`config.mk`:
```
export PLATFORM = sky130hd
export DESIGN_NAME = x_feeder
export DESIGN_NICKNAME = d
export VERILOG_FILES = /design/src/rtl/x_feeder.sv
export SDC_FILE = /design/constraint.sdc
export NUM_CORES = 1
export LEC_CHECK = 0
export BUFFER_PORTS_ARGS = -buffer_cell sky130_fd_sc_hd__buf_2
export CORE_UTILIZATION = 45
export DETAILED_ROUTE_END_ITERATION = 7
export GPL_TIMING_DRIVEN = 1
export PLACE_DENSITY = 0.69
export SKIP_CTS_REPAIR_TIMING = 1
export SYNTH_ARGS = -nofsm -noshare
export SYNTH_HDL_FRONTEND = slang
export SYNTH_SLANG_ARGS = --single-unit
```
`constraint.sdc`:
```
create_clock -name clk -period 7.1 [get_ports clk]
set_input_delay 0.355 -clock clk [delete_from_list [all_inputs] [get_ports clk]]
set_output_delay 0.355 -clock clk [all_outputs]
set_load 0.1 [all_outputs]
```
`src/rtl/x_feeder.sv`:
```
// x_feeder: input-side operand buffer for the 4-lane mul-accumulate ALU.
//
// Takes the input matrix as a byte stream (in_data/in_valid/in_ready) and packs
// each group of 4 bytes into one step entry. Entries are queued in a DEPTH-entry
// FIFO. The head entry is shown on X_reg1..X_reg4, and each X_shift pulse pops it.
// The block also counts pops modulo STEPS (step_cnt), pulses matrix_end after
// the last step of a matrix, and raises a sticky underflow flag when X_shift
// arrives while the FIFO is empty.
//
// Ports:
//   clk, rst            clock; synchronous active-high reset
//   in_data/in_valid    byte stream input
//   in_ready            beat accepted when in_valid && in_ready
//   X_shift             pop one step per asserted cycle
//   X_reg1..X_reg4      head lanes 0..3, zero-extended to 9 bits (0 when empty)
//   x_avail, full       FIFO not empty / FIFO holds DEPTH entries
//   level               FIFO entry count
//   step_cnt            successful pops modulo STEPS
//   matrix_end          one-cycle pulse after the pop of step STEPS-1
//   underflow           sticky; cleared only by rst
module x_feeder #(
  parameter int unsigned DEPTH = 8,
  parameter int unsigned STEPS = 32
) (
  input  logic                     clk,
  input  logic                     rst,
  input  logic [7:0]               in_data,
  input  logic                     in_valid,
  output logic                     in_ready,
  input  logic                     X_shift,
  output logic [8:0]               X_reg1,
  output logic [8:0]               X_reg2,
  output logic [8:0]               X_reg3,
  output logic [8:0]               X_reg4,
  output logic                     x_avail,
  output logic                     full,
  output logic [$clog2(DEPTH):0]   level,
  output logic [4:0]               step_cnt,
  output logic                     matrix_end,
  output logic                     underflow
);

  localparam int unsigned PtrW = $clog2(DEPTH);

  logic [1:0]      lane_q, lane_d;
  logic [23:0]     stage_q, stage_d;
  logic [PtrW-1:0] wr_ptr_q, wr_ptr_d;
  logic [PtrW-1:0] rd_ptr_q, rd_ptr_d;
  logic [PtrW:0]   level_q, level_d;
  logic [4:0]      step_q, step_d;
  logic            matrix_end_q, matrix_end_d;
  logic            underflow_q, underflow_d;

  logic [31:0]     mem_q [DEPTH];
  logic [31:0]     head;

  logic            accept;
  logic            push;
  logic            pop;

  assign full     = (level_q == (PtrW+1)'(DEPTH));
  assign x_avail  = (level_q != '0);
  // Only the completing byte can be stalled; bytes 0..2 go to staging.
  assign in_ready = (lane_q != 2'd3) || !full;
  assign accept   = in_valid && in_ready;
  assign push     = accept && (lane_q == 2'd3);
  assign pop      = X_shift && x_avail;

  always_comb begin
    lane_d       = lane_q;
    stage_d      = stage_q;
    wr_ptr_d     = wr_ptr_q;
    rd_ptr_d     = rd_ptr_q;
    level_d      = level_q;
    step_d       = step_q;
    matrix_end_d = 1'b0;
    underflow_d  = underflow_q;

    if (accept) begin
      lane_d = lane_q + 2'd1;
      unique case (lane_q)
        2'd0:    stage_d[7:0]   = in_data;
        2'd1:    stage_d[15:8]  = in_data;
        2'd2:    stage_d[23:16] = in_data;
        default: ;
      endcase
    end

    if (push) begin
      wr_ptr_d = wr_ptr_q + 1'b1;
    end

    if (pop) begin
      rd_ptr_d = rd_ptr_q + 1'b1;
      if (step_q == 5'(STEPS - 1)) begin
        step_d       = '0;
        matrix_end_d = 1'b1;
      end else begin
        step_d = step_q + 5'd1;
      end
    end else if (X_shift) begin
      underflow_d = 1'b1;
    end

    if (push && !pop) begin
      level_d = level_q + 1'b1;
    end else if (pop && !push) begin
      level_d = level_q - 1'b1;
    end
  end

  always_ff @(posedge clk) begin
    if (rst) begin
      lane_q       <= '0;
      stage_q      <= '0;
      wr_ptr_q     <= '0;
      rd_ptr_q     <= '0;
      level_q      <= '0;
      step_q       <= '0;
      matrix_end_q <= 1'b0;
      underflow_q  <= 1'b0;
    end else begin
      lane_q       <= lane_d;
      stage_q      <= stage_d;
      wr_ptr_q     <= wr_ptr_d;
      rd_ptr_q     <= rd_ptr_d;
      level_q      <= level_d;
      step_q       <= step_d;
      matrix_end_q <= matrix_end_d;
      underflow_q  <= underflow_d;
    end
  end

  // Entry storage carries no reset; contents are qualified by level.
  always_ff @(posedge clk) begin
    if (push) begin
      mem_q[wr_ptr_q] <= {in_data, stage_q};
    end
  end

  assign head   = x_avail ? mem_q[rd_ptr_q] : 32'd0;
  assign X_reg1 = {1'b0, head[7:0]};
  assign X_reg2 = {1'b0, head[15:8]};
  assign X_reg3 = {1'b0, head[23:16]};
  assign X_reg4 = {1'b0, head[31:24]};

  assign level      = level_q;
  assign step_cnt   = step_q;
  assign matrix_end = matrix_end_q;
  assign underflow  = underflow_q;

endmodule

```
---- After elaboration in Yosys (flattened, before gate mapping) ----
Memory sizes are Yosys's and may differ from the RTL's. A register that Yosys moved wholly into a read port is not among the register bits.
Cells that the tools add are included.
word-level totals
  bits in writable memories ............... 256
  output and inout bits ................... 50
  input bits .............................. 12
  register bits after elaboration ......... 43
  logic and storage cells ................. 50
  memories kept ........................... 1
memory list
  name   words  bits a word  rd ports  clocked after Yosys merged registers in  write ports  RTL line  RTL
  mem_q  8      32           1         1                                        1            54        logic [31:0] mem_q [DEPTH];
cells by class
  bitwise operators ....................... 1
  equal/unequal tests ..................... 6
  add/subtract/negate cells ............... 6
  muxes and demuxes ....................... 9
  reductions and logical operators ........ 17
operator list
  operator             number
  $mux 32              1
  $mux 4               2
  $reduce_and 2->1     4
  $add 3x1->3 const B  2
  $mux 3               2
  $add 5x1->5 const B  1
  $eq 5x5->1 const B   1
  $logic_and 1x1->1    5
  $mux 5               1
  $add 4x1->4 const B  1
  $eq 2x2->1 const B   2
  $eq 4x4->1 const B   1
  $reduce_bool 4->1    1
  $sub 4x1->4 const B  1
  $logic_not 1->1      3
  $mux 1               3
  $add 2x1->2 const B  1
  $eq 2x1->1 const B   1
  $logic_not 2->1      1
  $ne 2x2->1 const B   1
  $reduce_bool 2->1    1
  $reduce_or 2->1      1
  $logic_or 1x1->1     1
  $not 1->1            1

---- Logic depth before layout (Yosys ltp) ----
Gate-level depths: netlist of run 1.
  depth in word-level cells ............... 9
  depth in mapped cells ................... 13
  mapped depth without buffers ............ 11

---- Worst setup path before layout of run 1 ----
Ideal clock, no wire load.
  path type ............................... register -> register
  start ................................... register level_q[1], in the netlist level[1]
  end ..................................... memory mem_q[0][0] (enable)
  buffers on the path ..................... 1
  path slack .............................. 1.508 ns
  required time ........................... 6.599 ns
  arrival ................................. 5.091 ns
  period minus slack after synthesis ...... 5.592 ns
  stages on the path, launching flop included .. 5
  setup time .............................. 0.501 ns
  cells stage by stage .................... dfxtp_1 nor4b_4 or2_1 buf_4 nor4_1
on the way
  longest elaborated chain between the ends .. 7
ends and longest elaborated chain
  what                          RTL line  RTL
  start, declared               49        logic [PtrW:0] level_q, level_d;
  start signal, assigned        127       level_q <= level_d;
  $eq 4x4->1                    61        assign full = (level_q == (PtrW+1)'(DEPTH));
  via full                      36        output logic full,
  $logic_not 1->1               64        assign in_ready = (lane_q != 2'd3) || !full;
  $logic_or 1x1->1              64
  $logic_and 1x1->1             65        assign accept = in_valid && in_ready;
  $logic_and 1x1->1             66        assign push = accept && (lane_q == 2'd3);
  $mux 1                        136       if (push) begin
  $mux 1 (not written as such)  137       mem_q[wr_ptr_q] <= {in_data, stage_q};
  end, declared                 54
The timed path passes the listed nets, and every way through them passes these cells.

==> reports/qor.csv, run 1 <==
stage;metric;value;unit
global_routing;grt_pass1_vias;6101;
layout;n_fill_cell;1959;
timing;setup_slack;3530;ps
synthesis;synth.distinct_cells;41;
power;max-vdd-ir-drop;0.414;mV
timing;fin_worst_skew;7.93;ps
floorplan;rows;58;
outcome;status;completed;
timing;whs;64.2;ps
setup_path;r2r-start;level[0]$_SDFFE_PP0P_;
route;wl;22800;um
timing;setup_viol;0;
setup_path;end_kind;output port;
cts;htreeDepth;1;
setup_path;required;6740;ps
cts;cts_sinks;302;
setup_path;worst_setup_path_start_kind;flop;
route;wl_per_cell;22.0;um
floorplan;ioPinCount;62;
global_routing;grt_pass1_wl;35000;um
setup_path;critPathMaxFanout;46;
place;hpwl;12300;um
global_routing;grt-ovfl-total;0;
route;drc;0;
hold_path;hold_path_class;in2reg;
synthesis;yosysWarnings;0;
layout;finalNonFillerCells;1034;
synthesis;synth_seq_cells;302;
layout;area_growth_syn_to_layout;14.6;%
route;num_vias;5685;
timing;timing.fmax;280;MHz
cts;cts_root_buffer;clkbuf_16;
synthesis;synthesis.area;11700;sq um
layout;seqCellArea;8610;sq um
route;postRouteAntennaNets;0;
timing;fin_setup_tns;0;ps
synthesis;synth_area_per_cell;19.1;sq um
hold_path;hold_path_end;underflow$_SDFFE_PP0P_;
place;place_ws;3850;ps
place;place_congestion;0.745;
layout;drive_above_1_share;28.4;%
setup_path;cp_num_buf_inv;2;
cts;cts_buffers;30;
cts;cts_tree;built;
layout;multi_input_area;2960;sq um
floorplan;die-area;26600;sq um
setup_path;crit_chain;buf_4, mux4_2, mux2i_1, nor2_1, buf_2;
synthesis;netlist_instances;613;
floorplan;die_h;163;um
global_routing;grt_max_degree;65;
setup_path;regToRegSetupSlack;3820;ps
global_routing;antenna_found_initial;0;
floorplan;die_w;163;um
layout;nNetsFinal;706;
place;io_buffers;57;
setup_path;ff2ff_path_depth;8;
setup_path;cp_slowest_cell;buf_4;
floorplan;initial_core_util;46.2;%
cts;clk_pin_slew;60;ps
cts;clkLatencyLatePin;540;ps
power;p_per_area;412;nW/um^2
power;p_leak;0.00436;uW
place;dp.cells;980;
layout;antennaDiodeCount;0;
setup_path;cp.arrival;3210;ps
global_routing;grtUsageTotal;17.7;%
route;drt_iter0_markers;363;
setup_path;worst_path_dominant_cell_family;buffers and inverters;
timing;finalCritPeriodShare;50.3;%
hold_path;worstHoldPathCells;3;
cts;cts.path.max_buffers;3;
route;drt-pass1-iter-count;5;
timing;worstMarginPinSlew;1210;ps
hold_path;min_from;X_shift;
floorplan;coreArea;25300;sq um
layout;utilization;52.9;%
setup_path;crit_type;reg2out;
timing;period_minus_slack;3570;ps
timing;hold_viol;0;
timing;slew_violations;0;
route;via_per_inst;5.50;
timing;rsz0062_at_grt;no;
timing;slew_headroom;18.2;%
setup_path;slowest_delay;810;ps
synthesis;yosysSeqAreaShare;73.6;%
setup_path;worstReg2RegEnd;level[3]$_SDFFE_PP0P_;
flow_run;drv_cap;0;
## Yosys cell counts
master / number / share of area (%)
and3_1: 1 / 0.054
nand3_1: 2 / 0.086
o21ai_0: 2 / 0.086
nor4b_4: 1 / 0.20
or4b_2: 1 / 0.086
nor4_2: 1 / 0.11
xor2_1: 2 / 0.15
a21boi_0: 1 / 0.064
inv_4: 1 / 0.054
o41ai_2: 1 / 0.14
conb_1: 1 / 0.032
nor2b_1: 1 / 0.054
buf_1: 9 / 0.29
a211oi_1: 1 / 0.064
nor2_1: 79 / 2.5
inv_1: 5 / 0.16
nor4_1: 1 / 0.054
nor3b_1: 2 / 0.13
dfxtp_1: 46 / 7.9
buf_4: 6 / 0.39
mux2i_1: 61 / 5.2
clkbuf_2: 1 / 0.043
ha_1: 11 / 1.2
edfxtp_1: 256 / 66
xnor2_1: 4 / 0.30
nand2_2: 1 / 0.054
nor3_1: 5 / 0.21
a31oi_1: 2 / 0.11
buf_2: 7 / 0.30
fa_1: 1 / 0.17
nand2b_1: 2 / 0.11
mux2_2: 1 / 0.096
or2_1: 1 / 0.054
mux4_2: 64 / 12
clkbuf_1: 11 / 0.35
buf_6: 1 / 0.096
a21oi_2: 4 / 0.30
xnor2_2: 1 / 0.14
or4_1: 1 / 0.064
a21oi_1: 6 / 0.26
nand2_1: 8 / 0.26
## layer usage
layer	vias to the layer above	part of all wire (%)	track usage (%)
met5	-	0	0
met4	0	1.8	3.82
met3	35	5.0	3.25
met2	143	50	30.3
met1	2971	43	23.5
li1	2536	-	-
## worst max path at each step
stage,start,depth (start not counted),end
detailed placement,level[0]$_SDFFE_PP0P_,8,level[3]$_SDFFE_PP0P_
global placement,flop,5,X_reg1[5]
floorplan,level[1]$_SDFFE_PP0P_,4,mem_q[0][0]$_DFFE_PP_
CTS,flop,5,X_reg1[5]
finish,flop,5,X_reg1[5]
global route,flop,5,X_reg1[5]
## cell type report
type                    instances  share of cell area [%]
well taps                     330                    3.08
repair buffers                 69                    2.80
clock buffers                  41                    6.07
inverters                       6                   0.187
multi-input cells             273                    22.1
flip-flops and latches        302                    64.3
clock inverters                13                    1.49
## cells in the final DEF (no fill, tap or decap), types with 2 or more instances in the layout
cell type and count:
a21oi_1 6, buf_2 57, dfxtp_1 43, nor2_4 3
nor3b_1 2, clkinv_2 5, o21ai_0 2, mux2i_1 61
xor2_1 2, clkbuf_16 31, xnor2_1 4, dfxtp_2 2
inv_1 5, nand2b_1 2, ha_1 11, mux4_2 64
clkbuf_1 10, edfxtp_1 256, nand2_1 8, buf_4 12
nand3_1 2, a31oi_1 2, conb_1 4, bufinv_16 5
nor3_2 4, a21oi_2 4, nor2_1 76
## flip-flops by register name, indices dropped and copies added (netlist names), named ones only
name / flops
level: 4
rd_ptr_q: 3
lane_q: 2
underflow: 1
wr_ptr_q: 3
stage_q: 24
matrix_end: 1
mem_q: 256
step_cnt: 5
## worst reg2reg max path: stages (launching register included)
cell and delay, ps:
dfxtp_1 440, o41ai_2 1110, ha_1 340, inv_1 100, ha_1 330, a21oi_1 200, a211oi_1 100, a31oi_1 170
mux2_2 360
## cells by family (layout without fill, tap and decap cells)
| kind of cell | Yosys count | in the layout | share of synthesized area, % |
|---|---|---|---|
| muxes | 126 | 126 | 17.6 |
| other | 1 | 4 | 0.0321 |
| adders and majority gates | 12 | 12 | 1.35 |
| and+or+nand+nor | 107 | 107 | 4.06 |
| xor gates and xnor gates | 7 | 7 | 0.589 |
| DFF | 302 | 302 | 73.6 |
| AOI/OAI and AO/OA | 17 | 17 | 1.02 |
| buffers and inverters | 41 | 129 | 1.68 |
## power by group
part / internal [uW] / switching, uW / total (uW)
clock: 982 / 626 / 1610
combinational: 377 / 1510 / 1890
sequential: 1950 / 72.8 / 2030
## metrics by stage
step | cell area, sq um | power [uW]
2_1_floorplan | 11700 | 3660
3_3_place_gp | 12400 | 3940
3_5_place_dp | 12400 | 3970
4_1_cts | 13400 | 5570
5_1_grt | 13400 | 5700
6_report | 13400 | 5520
No activity file was read; power rests on OpenSTA's default activity.
==> run 2: changes to the inputs <==
PLACE_DENSITY = 0.71   (was 0.69)
clock period = 3.15 ns   (was 7.1 ns; I/O delays follow)
==> run 2 against run 1 <==
  * Sequential cell count is the same
  * Wire length up 0.95%
  * Critical path depth increased by 6
  * Critical endpoint is now level[3]$_SDFFE_PP0P_
==> reports/qor.csv, run 2 (same netlist as run 1, synthesis figures left out) <==
stage;metric;value;unit;change
setup_path;required;3580;ps;was 6740 ps
power;max-vdd-ir-drop;1.02;mV;was 0.414 mV
cts;cts_sinks;302;;unchanged
power;share_comb_of_total_power;35.2;%;was 34.2%
cts;cts_buffers;31;;was 30
cts;cts.path.max_buffers;3;;unchanged
place;place_congestion;0.731;;was 0.745
floorplan;ioPinCount;62;;unchanged
setup_path;crit_type;reg2reg;;was reg2out
place;io_buffers;57;;unchanged
timing;finalCritPeriodShare;89.8;%;
layout;largest_register_ffs;256;;unchanged
setup_path;critPathMaxFanout;6;;was 46
timing;setup_viol;0;;unchanged
power;power_frac_clock;28.1;%;was 29.1%
floorplan;initial_core_util;46.2;%;unchanged
route;postRouteAntennaNets;0;;unchanged
route;num_vias;5765;;was 5685
flow_run;drv_cap;0;;unchanged
place;post_dp_cell_area;12500;sq um;was 12400 sq um
route;via_per_inst;5.52;;was 5.50
outcome;status;completed;;unchanged
timing;slew_violations;0;;unchanged
setup_path;cp.arrival;3250;ps;was 3210 ps
layout;n_fill_cell;1941;;was 1959
cts;cts_root_buffer;clkbuf_16;;unchanged
floorplan;coreArea;25300;sq um;unchanged
power;p_leak;0.00439;uW;was 0.00436 uW
global_routing;grt_pass1_vias;6150;;was 6101
timing;rsz0062_at_grt;no;;unchanged
route;drc;0;;unchanged
layout;area_growth_syn_to_layout;16.0;%;was 14.6%
floorplan;rows;58;;unchanged
timing;period_minus_slack;2830;ps;
power;power_report.internal_total;7420;uW;was 3310 uW
route;wl_per_cell;22.0;um;about the same
setup_path;worst_setup_path_start_kind;flop;;unchanged
global_routing;grtUsageTotal;17.9;%;was 17.7%
place;hpwl;12600;um;was 12300 um
hold_path;hold_path_class;in2reg;;unchanged
layout;nNetsFinal;714;;was 706
power;power;12500;uW;was 5520 uW
cts;htreeDepth;1;;unchanged
timing;timing.fmax;354;MHz;
layout;final_cell_mix;256 x edfxtp_1, 76 x nor2_1, 64 x mux4_2, 61 x mux2i_1, 57 x buf_2;;unchanged
cts;clk_pin_slew;60;ps;about the same
timing;fin_worst_skew;12.9;ps;was 7.93 ps
timing;worstMarginPinSlew;1050;ps;was 1210 ps
route;wl;23000;um;was 22800 um
power;p_seq_share;36.7;%;about the same
layout;drive_above_1_share;29.7;%;was 28.4%
global_routing;grt_pass1_wl;35500;um;was 35000 um
setup_path;end_kind;flop;;was output port
global_routing;grt-ovfl-total;0;;unchanged
route;drt_iter0_markers;418;;was 363
cts;clkLatencyLatePin;540;ps;about the same
power;swShare;40.4;%;was 40.0%
power;p_per_area;919;nW/um^2;was 412 nW/um^2
power;p_switching;5040;uW;was 2210 uW
cts;cts_tree;built;;unchanged
layout;stdcell_area;13600;sq um;was 13400 sq um
layout;final_common_cell;edfxtp_1;;unchanged
floorplan;die_h;163;um;unchanged
layout;antennaDiodeCount;0;;unchanged
global_routing;antenna_found_initial;0;;unchanged
route;drt-pass1-iter-count;4;;was 5
floorplan;die-area;26600;sq um;unchanged
layout;seqCellArea;8630;sq um;was 8610 sq um
global_routing;grt_max_degree;65;;unchanged
timing;slew_headroom;30.0;%;was 18.2%
timing;hold_viol;0;;unchanged
layout;top_register;mem_q;;unchanged
floorplan;die_w;163;um;unchanged
layout;multi_input_area;3020;sq um;was 2960 sq um
## run 2: changes by cell type in the layout (fill, tap and decap cells not counted), sizes merged
| cell | delta |
|---|---|
| bufinv | -3 |
| clkbuf | +2 |
| clkinv | +3 |
| clkinvlp | +1 |
| buf | +4 |
| dlygate4sd3 | +3 |
## run 2: power by group through the flow
stage / logic (uW) / registers, uW / clock network [uW]
5_1_grt: 4580 / 4590 / 3690
2_1_floorplan: 3430 / 4860 / 0
4_1_cts: 4440 / 4580 / 3550
3_5_place_dp: 4430 / 4660 / 0
6_report: 4390 / 4580 / 3500
3_3_place_gp: 4370 / 4640 / 0
## run 2: worst paths after layout
kind | from | end | slack (ps) | depth (start not counted)
worst max-delay path | lane_q[0]$_SDFFE_PP0P_ | level[3]$_SDFFE_PP0P_ | 320 | 11
worst min-delay path | in_data[1] | mem_q[6][25]$_DFFE_PP_ | 10 | 1
worst max register to register | lane_q[0]$_SDFFE_PP0P_ | level[3]$_SDFFE_PP0P_ | 320 | 11
worst min register to register | underflow$_SDFFE_PP0P_ | underflow$_SDFFE_PP0P_ | 480 | 2
## run 2: critical path, stage by stage (launching register included)
cell and delay [ps]:
dfxtp_1 390, ha_1 320, nand2_1 100, or2_1 440, inv_6 160, ha_4 160, inv_4 50, ha_4 250
a21oi_2 170, a211oi_1 90, a31oi_1 200, mux2_2 370
## run 2: final cells by class
| class | count | area share, % |
|---|---|---|
| Inverter | 6 | 0.221 |
| Multi-Input combinational cell | 273 | 22.3 |
| Timing Repair Buffer | 76 | 3.58 |
| Clock buffer | 43 | 6.35 |
| Clock inverter | 14 | 0.904 |
| Sequential cell | 302 | 63.6 |
| Tap cell | 330 | 3.05 |
## run 2: metrics by stage
| step | std cells | setup TNS [ps] | setup slack, ps | utilization (%) | hold slack [ps] |
|---|---|---|---|---|---|
| 6_report | 1044 | 0 | 323 | 53.5 | 10.5 |
| 2_1_floorplan | 616 | -714 | -391 | - | 256 |
| 4_1_cts | 1041 | 0 | 337 | 53.4 | -125 |
| 3_5_place_dp | 984 | 0 | 350 | 49.5 | 428 |
| 3_3_place_gp | 984 | 0 | 514 | 49.5 | 423 |
| 5_1_grt | 1044 | 0 | 195 | 53.5 | 3.02 |
## run 2: layer usage
layer | vias up | part of all wire (%) | track usage [%]
li1 | 2553 | - | -
met1 | 3013 | 42 | 23.9
met2 | 163 | 51 | 31.2
met3 | 36 | 5.7 | 2.23
met4 | 0 | 1.5 | 4.16
met5 | - | 0 | 0
==> run 3: changes to the inputs <==
--- a/config.mk
+++ b/config.mk
@@ -7,2 +7,3 @@
 export LEC_CHECK = 0
+export ABC_AREA = 1
 export BUFFER_PORTS_ARGS = -buffer_cell sky130_fd_sc_hd__buf_2
@@ -12,2 +13,3 @@
 export PLACE_DENSITY = 0.71
+export RECOVER_POWER = 50
 export SKIP_CTS_REPAIR_TIMING = 1
==> constraint.sdc (replaced) <==
create_clock -name clk -period 3.15 [get_ports clk]
set_input_delay 0.4725 -clock clk [delete_from_list [all_inputs] [get_ports clk]]
set_output_delay 0.4725 -clock clk [all_outputs]
set_load 0.1 [all_outputs]
==> run 3 against run 2 <==
  * Utilization fell by 0.15 points
  * Critical path depth down 4
  * Sequential share of layout area decreased by 7.4 points
  * Combinational power grew 62%
  * Design area up 13%
  * Synthesized area grew 12%
  * Maximum frequency shrank 3.9%
  * Largest power group is now combinational cells
  * Highest routed layer unchanged
  * Worst setup slack got worse by 110 ps
==> reports/qor.csv, run 3 <==
stage;metric;value;unit;change
place;place_congestion;0.789;;was 0.731
synthesis;synth_common_cells;299 x nor2_1, 273 x nand2_1, 256 x edfxtp_1;;was 256 x edfxtp_1, 79 x nor2_1, 64 x mux4_2
global_routing;grt_pass1_vias;8498;;was 6150
route;wl_per_cell;15.3;um;was 22.0 um
setup_path;end_kind;output port;;was flop
layout;drive_above_1_share;12.4;%;was 29.7%
cts;cts_buffers;29;;was 31
floorplan;initial_core_util;45.6;%;was 46.2%
setup_path;critPathMaxFanout;50;;was 6
floorplan;die_w;173;um;was 163 um
timing;hold_viol;0;;unchanged
global_routing;antenna_found_initial;0;;unchanged
route;drt-pass1-iter-count;5;;was 4
power;share_comb_of_total_power;46.2;%;was 35.2%
timing;timing.fmax;340;MHz;was 354 MHz
synthesis;synth.distinct_cells;27;;was 41
outcome;status;completed;;unchanged
floorplan;die_h;173;um;was 163 um
synthesis;synth-async-reset-ratio;0;%;unchanged
global_routing;grtUsageTotal;18.4;%;was 17.9%
power;power;15300;uW;was 12500 uW
layout;top_register;mem_q;;unchanged
timing;setup_viol;0;;unchanged
setup_path;crit_end;X_reg4[4];;was level[3]$_SDFFE_PP0P_
synthesis;synthesis.area;13100;sq um;was 11700 sq um
place;place_ws;718;ps;was 350 ps
global_routing;grt_max_degree;84;;was 65
layout;finalNonFillerCells;1784;;was 1044
synthesis;synth_edf_count;256;;unchanged
power;swShare;43.3;%;was 40.4%
setup_path;regToRegSetupSlack;620;ps;was 320 ps
power;power_frac_clock;23.3;%;was 28.1%
cts;cts.path.max_buffers;3;;unchanged
power;power_report.internal_total;8690;uW;was 7420 uW
layout;seqCellArea;8620;sq um;was 8630 sq um
place;io_buffers;57;;unchanged
route;postRouteAntennaNets;0;;unchanged
global_routing;grt_pass1_wl;43900;um;was 35500 um
setup_path;crit_type;reg2out;;was reg2reg
power;p_seq_share;30.5;%;was 36.7%
cts;cts_sinks;302;;unchanged
route;via_per_inst;4.94;;was 5.52
synthesis;yosysWarnings;0;;unchanged
hold_path;hold_path_class;in2reg;;unchanged
timing;worstMarginPinSlew;1160;ps;was 1050 ps
place;dp.cells;1730;;was 984
layout;final_cell_mix;274 x nand2_1, 260 x nor2_1, 256 x edfxtp_1, 173 x inv_1, 78 x nand3_1;;was 256 x edfxtp_1, 76 x nor2_1, 64 x mux4_2, 61 x mux2i_1, 57 x buf_2
timing;setup_slack;209;ps;was 323 ps
power;p_leak;0.00624;uW;was 0.00439 uW
power;max-vdd-ir-drop;0.797;mV;was 1.02 mV
route;drt_iter0_markers;646;;was 418
setup_path;ff2ff_path_depth;7;;was 11
power;p_switching;6630;uW;was 5040 uW
setup_path;worstReg2RegEnd;mem_q[2][11]$_DFFE_PP_;;was level[3]$_SDFFE_PP0P_
cts;clk_pin_slew;60;ps;about the same
setup_path;r2r-start;level[0]$_SDFFE_PP0P_;;was lane_q[0]$_SDFFE_PP0P_
timing;whs;243;ps;was 10.5 ps
layout;antennaDiodeCount;0;;unchanged
floorplan;ioPinCount;62;;unchanged
layout;nNetsFinal;1401;;was 714
layout;final_common_cell;nand2_1;;was edfxtp_1
layout;largest_register_ffs;256;;unchanged
setup_path;required;2680;ps;was 3580 ps
timing;finalCritPeriodShare;93.4;%;was 89.8%
floorplan;die-area;29800;sq um;was 26600 sq um
cts;htreeDepth;1;;unchanged
flow_run;drv_cap;0;;unchanged
floorplan;rows;62;;was 58
place;hpwl;16000;um;was 12600 um
timing;period_minus_slack;2940;ps;was 2830 ps
timing;fin_setup_tns;0;ps;unchanged
synthesis;synth_top_cell_area_share;58.7;%;was 65.8%
timing;fin_worst_skew;19.9;ps;was 12.9 ps
synthesis;synth.most_common_cell;nor2_1;;was edfxtp_1
synthesis;synth_ff_type;edfxtp_1;;unchanged
timing;slew_headroom;22.9;%;was 30.0%
route;drc;0;;unchanged
synthesis;synth_area_per_cell;9.81;sq um;was 19.1 sq um
floorplan;coreArea;28700;sq um;was 25300 sq um
layout;area_growth_syn_to_layout;17.0;%;was 16.0%
synthesis;synth_seq_cells;302;;unchanged
synthesis;yosys.area.top_type;edfxtp_1;;unchanged
synthesis;yosysSeqAreaShare;65.7;%;was 73.6%
cts;cts_root_buffer;clkbuf_16;;unchanged
power;p_per_area;1000;nW/um^2;was 919 nW/um^2
route;num_vias;8812;;was 5765
timing;slew_violations;0;;unchanged
hold_path;min_from;rst;;was in_data[1]
layout;n_fill_cell;2414;;was 1941
setup_path;worst_setup_path_start_kind;flop;;unchanged
cts;cts_tree;built;;unchanged
global_routing;grt-ovfl-total;0;;unchanged
layout;multi_input_area;3580;sq um;was 3020 sq um
synthesis;synth_area_leaders;edfxtp_1 59%, nor2_1 8.6%, nand2_1 7.8%;;was edfxtp_1 66%, mux4_2 12%, dfxtp_1 7.9%
synthesis;netlist_instances;1336;;was 613
cts;clkLatencyLatePin;560;ps;was 540 ps
timing;rsz0062_at_grt;no;;unchanged
setup_path;cp.arrival;2470;ps;was 3250 ps
route;wl;27300;um;was 23000 um
==> run 3: worst min path at each step <==
stage,to,slack (ps),cells after the start
3_5_place_dp,flop,480,2
3_3_place_gp,underflow$_SDFFE_PP0P_,430,2
6_report,wr_ptr_q[0]$_SDFFE_PP0P_,240,2
4_1_cts,mem_q[0][25]$_DFFE_PP_,200,1
5_1_grt,wr_ptr_q[0]$_SDFFE_PP0P_,240,2
2_1_floorplan,flop,460,2
==> run 3: kinds of logic (layout without fill, tap and decap cells) <==
kind of cell	count (synthesis)	count (layout)	share of synthesized area, %
other	1	4	0.0286
AO/OA/AOI/OAI	78	78	2.98
XOR/XNOR	4	4	0.267
buffers and inverters	246	307	8.21
flip-flops	302	302	65.7
AND/OR/NAND/NOR	693	693	21.6
adder cells (fa/ha/maj)	12	12	1.20
==> run 3: through the flow <==
stage	utilization [%]	cell area, sq um
final	53.4	15300
after detailed placement	50.0	14400
after global routing	53.4	15300
after floorplan	-	13200
after global placement	50.0	14400
after CTS	53.5	15400
==> run 3: layout make-up <==
cell class / count / area share (%)
flip-flops and latches: 302 / 56.2
well taps: 384 / 3.14
clock inverters: 17 / 1.13
clock buffers: 37 / 5.40
repair buffers: 78 / 6.42
inverters: 175 / 4.30
multi-input cells: 791 / 23.4
==> run 3: power groups by stage <==
stage                     combinational, uW  clock, uW  sequential, uW
after CTS                              7150       3620            4670
after global placement                 7070          0            4750
after global routing                   7490       3760            4690
after floorplan                        4870          0            4870
after detailed placement               7120          0            4760
final                                  7090       3570            4670
==> run 3: routing by layer <==
layer  track usage (%)  wire length, um  vias to the layer above
met2              32.2            13600                      246
met5                 0                0                        -
met4              5.32              492                        0
li1                  -                -                     4360
met1              24.0            11800                     4162
met3              2.26             1360                       44
==> run 3: worst max-delay path: stages, from the launching register on <==
cell,delay [ps]
dfxtp_4,640
inv_4,210
buf_12,240
o21ai_0,270
nand2_1,90
nor2_1,200
nor2_4,60
buf_12,170
